===== src/rtl/note_pkg.sv =====
// rtl/note_pkg.sv - shared note-RAM constants and loader state encoding
package note_pkg;

    localparam logic [7:0] SYNC_BYTE = 8'hA5;
    localparam int         NOTE_W    = 16;

    typedef enum logic [2:0] {
        ST_IDLE  = 3'd0,
        ST_COUNT = 3'd1,
        ST_HI    = 3'd2,
        ST_LO    = 3'd3,
        ST_CHECK = 3'd4
    } state_t;

endpackage


===== src/rtl/byte_timeout.sv =====
// rtl/byte_timeout.sv - reloadable inter-byte down-counter with expiry pulse
module byte_timeout #(
    parameter int TIMEOUT = 100000
) (
    input  logic i_clk,
    input  logic i_rst,
    input  logic i_load,
    input  logic i_en,
    output logic o_expired
);

    localparam int CNT_W = $clog2(TIMEOUT + 1);

    logic [CNT_W-1:0] cnt_q, cnt_d;

    always_comb begin
        cnt_d = cnt_q;
        if (i_load) begin
            cnt_d = CNT_W'(TIMEOUT);
        end else if (i_en && (cnt_q != '0)) begin
            cnt_d = cnt_q - 1'b1;
        end
    end

    // Expiry wins over a reload arriving in the same cycle.
    assign o_expired = i_en && (cnt_q == CNT_W'(1));

    always_ff @(posedge i_clk or posedge i_rst) begin
        if (i_rst) begin
            cnt_q <= '0;
        end else begin
            cnt_q <= cnt_d;
        end
    end

endmodule


===== src/rtl/note_ram_loader.sv =====
// rtl/note_ram_loader.sv - parses framed song images from a byte stream into note RAM
module note_ram_loader
    import note_pkg::*;
#(
    parameter int DEPTH   = 17,
    parameter int ADDR_W  = 5,
    parameter int TIMEOUT = 100000
) (
    input  logic              i_clk,
    input  logic              i_rst,
    input  logic              i_byte_stb,
    input  logic [7:0]        i_byte,
    output logic              o_wr_en,
    output logic [ADDR_W-1:0] o_wr_addr,
    output logic [NOTE_W-1:0] o_wr_data,
    output logic              o_busy,
    output logic              o_done_stb,
    output logic              o_err_stb,
    output logic [ADDR_W:0]   o_song_len
);

    localparam int LEN_W = ADDR_W + 1;

    state_t              state_q, state_d;
    logic [LEN_W-1:0]    n_q, n_d;
    logic [ADDR_W-1:0]   addr_q, addr_d;
    logic [7:0]          ck_q, ck_d;
    logic [7:0]          hi_q, hi_d;
    logic                wr_en_q, wr_en_d;
    logic [ADDR_W-1:0]   wr_addr_q, wr_addr_d;
    logic [NOTE_W-1:0]   wr_data_q, wr_data_d;
    logic                done_q, done_d;
    logic                err_q, err_d;
    logic [LEN_W-1:0]    song_len_q, song_len_d;
    logic                tmo_expired;
    logic                last_word;
    logic                n_bad;

    byte_timeout #(.TIMEOUT(TIMEOUT)) u_timeout (
        .i_clk     (i_clk),
        .i_rst     (i_rst),
        .i_load    (i_byte_stb),
        .i_en      (state_q != ST_IDLE),
        .o_expired (tmo_expired)
    );

    // Address holds on the final word so it never reaches DEPTH.
    assign last_word = ((LEN_W'(addr_q) + 1'b1) == n_q);
    assign n_bad     = (i_byte == 8'd0) || ({24'd0, i_byte} > 32'(DEPTH));

    always_comb begin
        state_d    = state_q;
        n_d        = n_q;
        addr_d     = addr_q;
        ck_d       = ck_q;
        hi_d       = hi_q;
        wr_en_d    = 1'b0;
        wr_addr_d  = wr_addr_q;
        wr_data_d  = wr_data_q;
        done_d     = 1'b0;
        err_d      = 1'b0;
        song_len_d = song_len_q;
        if (tmo_expired) begin
            state_d    = ST_IDLE;
            err_d      = 1'b1;
            song_len_d = '0;
        end else if (i_byte_stb) begin
            case (state_q)
                ST_IDLE: begin
                    if (i_byte == SYNC_BYTE) state_d = ST_COUNT;
                end
                ST_COUNT: begin
                    if (n_bad) begin
                        err_d   = 1'b1;
                        state_d = ST_IDLE;
                    end else begin
                        n_d        = LEN_W'(i_byte);
                        addr_d     = '0;
                        ck_d       = i_byte;
                        song_len_d = '0;
                        state_d    = ST_HI;
                    end
                end
                ST_HI: begin
                    hi_d    = i_byte;
                    ck_d    = ck_q ^ i_byte;
                    state_d = ST_LO;
                end
                ST_LO: begin
                    wr_en_d   = 1'b1;
                    wr_addr_d = addr_q;
                    wr_data_d = {hi_q, i_byte};
                    ck_d      = ck_q ^ i_byte;
                    if (last_word) begin
                        state_d = ST_CHECK;
                    end else begin
                        addr_d  = addr_q + 1'b1;
                        state_d = ST_HI;
                    end
                end
                ST_CHECK: begin
                    if (i_byte == ck_q) begin
                        song_len_d = n_q;
                        done_d     = 1'b1;
                    end else begin
                        song_len_d = '0;
                        err_d      = 1'b1;
                    end
                    state_d = ST_IDLE;
                end
                default: state_d = ST_IDLE;
            endcase
        end
    end

    always_ff @(posedge i_clk or posedge i_rst) begin
        if (i_rst) begin
            state_q    <= ST_IDLE;
            n_q        <= '0;
            addr_q     <= '0;
            ck_q       <= '0;
            hi_q       <= '0;
            wr_en_q    <= 1'b0;
            wr_addr_q  <= '0;
            wr_data_q  <= '0;
            done_q     <= 1'b0;
            err_q      <= 1'b0;
            song_len_q <= '0;
        end else begin
            state_q    <= state_d;
            n_q        <= n_d;
            addr_q     <= addr_d;
            ck_q       <= ck_d;
            hi_q       <= hi_d;
            wr_en_q    <= wr_en_d;
            wr_addr_q  <= wr_addr_d;
            wr_data_q  <= wr_data_d;
            done_q     <= done_d;
            err_q      <= err_d;
            song_len_q <= song_len_d;
        end
    end

    assign o_wr_en    = wr_en_q;
    assign o_wr_addr  = wr_addr_q;
    assign o_wr_data  = wr_data_q;
    assign o_busy     = (state_q != ST_IDLE);
    assign o_done_stb = done_q;
    assign o_err_stb  = err_q;
    assign o_song_len = song_len_q;

endmodule

===== config.mk =====
export PLATFORM = sky130hd
export DESIGN_NAME = note_ram_loader
export DESIGN_NICKNAME = d
export VERILOG_FILES = /design/src/rtl/note_pkg.sv /design/src/rtl/byte_timeout.sv /design/src/rtl/note_ram_loader.sv
export SDC_FILE = /design/constraint.sdc
export NUM_CORES = 1
export LEC_CHECK = 0
export CAP_MARGIN = 30
export CORE_MARGIN = 2
export CORE_UTILIZATION = 28
export DETAILED_ROUTE_END_ITERATION = 8
export PLACE_DENSITY = 0.51
export SYNTH_ARGS = -nofsm -noshare
export SYNTH_HDL_FRONTEND = slang
export SYNTH_SLANG_ARGS = --single-unit

===== constraint.sdc =====
create_clock -name i_clk -period 4.9 [get_ports i_clk]
set_input_delay 0.98 -clock i_clk [delete_from_list [all_inputs] [get_ports i_clk]]
set_output_delay 0.98 -clock i_clk [all_outputs]
set_load 0.01 [all_outputs]

==> flow_summary.json <==
{
  "status": "finished clean",
  "post-synth-top-count-cell": "sky130_fd_sc_hd__dfrtp_1",
  "hold_depth": 2,
  "timing_worst_setup_path_type": "in -> reg",
  "ys_seq_elements": 77,
  "yosys_warnings": 0,
  "core_area_sq_um": 13300,
  "post-place-ws_ns": 1.474,
  "antenna_cells": 0,
  "post-route-period-util_pct": 62.34,
  "cap_violations": 0,
  "internal-power_mw": 1.195,
  "ff2ff_path_depth": 6,
  "num-nets-final": 394,
  "slew_violations": 0,
  "cts_made_buffers": 9,
  "core.rowCount": 42,
  "fillers": 1318,
  "detail_route.first_pass.iterations": 4,
  "multi_input_comb_area_sq_um": 1748,
  "ys_top_cells_by_area": "sky130_fd_sc_hd__dfrtp_1, sky130_fd_sc_hd__mux2_2, sky130_fd_sc_hd__xnor2_1",
  "grt_pass1_vias": 2755,
  "detailedPlacementHpwl_microns": 5655,
  "ant_nets": 0,
  "share_comb_of_total_power_pct": 15.3,
  "design.portCount": 42,
  "timing.final.crit_period_ns": 3.055,
  "maxClockFrequency_mhz": 327.4,
  "grt_setup_unrepaired": "no",
  "starting_utilization_of_the_core_area_pct": 28.79,
  "tritoncts_num_sinks": 77,
  "syn_to_final_growth_pct": 21.97,
  "sequential_share_of_the_synthesized_area_pct": 50.34,
  "hold_viol_final": 0,
  "wl_per_cell_microns": 14.46,
  "worstHoldPathType": "reg -> reg",
  "r2r_slack_ns": 2.37,
  "die_width_microns": 120.9,
  "ys_async_sr_fraction_pct": 100.0,
  "grt-ovfl-total": 0,
  "postLayoutCellArea_sq_um": 4668,
  "post_route_cells_drive_above_1_share_pct": 20.31,
  "area_of_all_sequential_standard_cells_sq_um": 1927,
  "grt_start_max_net_pins": 41,
  "power.static_leakage_nw": 2.019,
  "netlist_top_cells_count": "sky130_fd_sc_hd__dfrtp_1, sky130_fd_sc_hd__mux2_2, sky130_fd_sc_hd__nand2_1",
  "htree_num_levels": 3,
  "setup_violations": 0,
  "die_h_microns": 120.9,
  "p_sw_uw": 462.4,
  "clkSlewWorstSetupHoldPaths_ns": 0.06,
  "synth_largest_type_area_fraction_pct": 50.34,
  "grt_first_pass_wirelength_microns": 13680,
  "gp_congestion": 0.7886,
  "dpl_cell_area_sq_um": 4369,
  "worstPathArrival_ns": 3.28,
  "synth_edf_count": 0,
  "clock_tree.root_cell": "sky130_fd_sc_hd__clkbuf_16",
  "cts.hold.buffers_added": 0,
  "cell_type_with_the_largest_total_area_after_synthesis": "sky130_fd_sc_hd__dfrtp_1",
  "seq_power_share_pct": 44.6,
  "worst_slew_margin_rel_pct": 43.77,
  "critPathLaunchType": "input port",
  "regToRegEndpoint": "o_wr_data[8]$_DFFE_PP0P_",
  "setup_slack_ns": 1.845,
  "antenna_violations_before_repair": 0,
  "fp.dieArea_sq_um": 14620,
  "drt-vias-per-instance": 4.745,
  "tritoncts": "done",
  "timing.clock.skew_ns": 0.008371,
  "switching_share_pct": 27.91,
  "post_route_drc_violation_count": 0,
  "post_cts_resized": 0,
  "timing_worst_slew_pin_value_ns": 0.8423,
  "critical_path_peak_fanout": 18,
  "ir_worst_vdd_uv": 181.5,
  "postSynthNetCount": 358,
  "final_core_util_pct": 35.11,
  "dr.first_iter.drc_count": 103,
  "synthDistinctLibCells": 56,
  "critical_path.reg2reg.startpoint": "u_timeout.cnt_q[2]$_DFFE_PP0P_",
  "setup_tns_ns": 0,
  "power_density_nw_per_um2": 355.0,
  "synth.cell_area_sq_um": 3827,
  "io_buffers": 41,
  "hold_path_end": "o_wr_addr[3]$_DFFE_PP0P_",
  "clkLatencyLatePin_ns": 0.34,
  "cp_data_required_time_ns": 5.12,
  "synth_ff_type": "sky130_fd_sc_hd__dfrtp_1",
  "clk_path_buf_depth": 2,
  "via_count": 2657,
  "synth_cells": 343,
  "synth.avg_cell_area_sq_um": 11.16,
  "crit_path_end_kind": "flop",
  "wirelength_microns": 8097,
  "hold_start": "o_wr_addr[3]$_DFFE_PP0P_",
  "post-cts-setup-buffers": 0,
  "clkPwrFrac_pct": 40.2,
  "globalRouteTotalUtil_pct": 12.03,
  "fin_total_pwr_mw": 1.657
}
[cells in the final DEF, fill, tap and decap left out, types with 2 or more instances in the layout]
master,instances
sky130_fd_sc_hd__a211o_1,4
sky130_fd_sc_hd__a21oi_1,6
sky130_fd_sc_hd__a22o_1,2
sky130_fd_sc_hd__a311oi_1,3
sky130_fd_sc_hd__a311oi_2,2
sky130_fd_sc_hd__and2_1,3
sky130_fd_sc_hd__and3_1,8
sky130_fd_sc_hd__buf_4,3
sky130_fd_sc_hd__clkbuf_16,9
sky130_fd_sc_hd__clkdlybuf4s50_1,41
sky130_fd_sc_hd__clkinv_2,2
sky130_fd_sc_hd__dfrtp_1,77
sky130_fd_sc_hd__ha_1,4
sky130_fd_sc_hd__inv_1,10
sky130_fd_sc_hd__inv_6,2
sky130_fd_sc_hd__mux2_2,40
sky130_fd_sc_hd__nand2_1,30
sky130_fd_sc_hd__nand3_1,12
sky130_fd_sc_hd__nand3b_1,2
sky130_fd_sc_hd__nand4_1,7
sky130_fd_sc_hd__nand4b_1,3
sky130_fd_sc_hd__nor2_1,22
sky130_fd_sc_hd__nor2_4,2
sky130_fd_sc_hd__nor2b_1,2
sky130_fd_sc_hd__nor3_1,6
sky130_fd_sc_hd__o211ai_1,6
sky130_fd_sc_hd__o21ai_0,13
sky130_fd_sc_hd__o31a_1,2
sky130_fd_sc_hd__or3_1,3
sky130_fd_sc_hd__or3_2,2
sky130_fd_sc_hd__or4_4,2
sky130_fd_sc_hd__xnor2_1,14
sky130_fd_sc_hd__xor2_1,14
[layout make-up]
cell class / instances / area share (%)
clock buffer: 9 / 4.824
clock inverter: 7 / 1.581
inverter: 11 / 0.8845
multi-input combinational: 236 / 37.44
sequential: 77 / 41.28
tap: 176 / 4.717
timing repair buffer: 44 / 9.274
[routing by layer]
layer	wire [microns]	global-route usage, %
met5	0	0
met1	3911	15.79
met3	298	3.242
met2	3705	18.29
met4	182	5.887
[registers in the layout (all words and copies together) (netlist names)]
signal and count:
o_wr_data 16, o_wr_en 1, o_done_stb 1, o_err_stb 1, ck_q 8, u_timeout.cnt_q 17
o_song_len 6, addr_q 5, o_wr_addr 5, n_q 6, hi_q 8, state_q 3
[power by group through the flow]
stage,combinational (mW),sequential (mW),clock [mW]
2_1_floorplan,0.204,0.732,0
3_3_place_gp,0.254,0.748,0
3_5_place_dp,0.256,0.749,0
4_1_cts,0.258,0.738,0.692
5_1_grt,0.286,0.747,0.720
6_report,0.253,0.739,0.665
[metrics by stage]
| stage | hold WS, ns | cells |
|---|---|---|
| 5_1_grt | 0.5282 | 560 |
| 6_report | 0.4818 | 560 |
| 3_5_place_dp | 0.4761 | 544 |
| 3_3_place_gp | 0.4723 | 544 |
| 4_1_cts | 0.4904 | 560 |
| 2_1_floorplan | 0.4766 | 343 |
[kinds of logic after synthesis]
logic type / share of synthesized area, %
AO/OA/AOI/OAI: 9.873
XOR/XNOR: 6.407
adder cells (fa/ha/maj): 1.308
buffers and inverters: 3.988
flip-flops: 50.34
multiplexers: 11.77
AND/OR/NAND/NOR: 16.31
[worst max path at each step]
stage | startpoint | to | cells past startpoint
finish | i_byte_stb | o_song_len[2]$_DFFE_PP0P_ | 6
detailed placement | i_byte_stb | o_song_len[2]$_DFFE_PP0P_ | 6
floorplan | i_rst | addr_q[0]$_DFFE_PP0P_ | 1
global route | i_byte_stb | o_song_len[0]$_DFFE_PP0P_ | 6
global placement | i_byte_stb | o_song_len[1]$_DFFE_PP0P_ | 6
CTS | state_q[0]$_DFFE_PP0P_ | o_busy | 3
[critical path, stage by stage]
cell and delay, ns:
sky130_fd_sc_hd__clkdlybuf4s50_1 0.92, sky130_fd_sc_hd__inv_1 0.36, sky130_fd_sc_hd__nor2_1 0.25, sky130_fd_sc_hd__nand2_1 0.12, sky130_fd_sc_hd__a21oi_4 0.27, sky130_fd_sc_hd__mux2_2 0.37
Power figures use the tool's default switching activity.
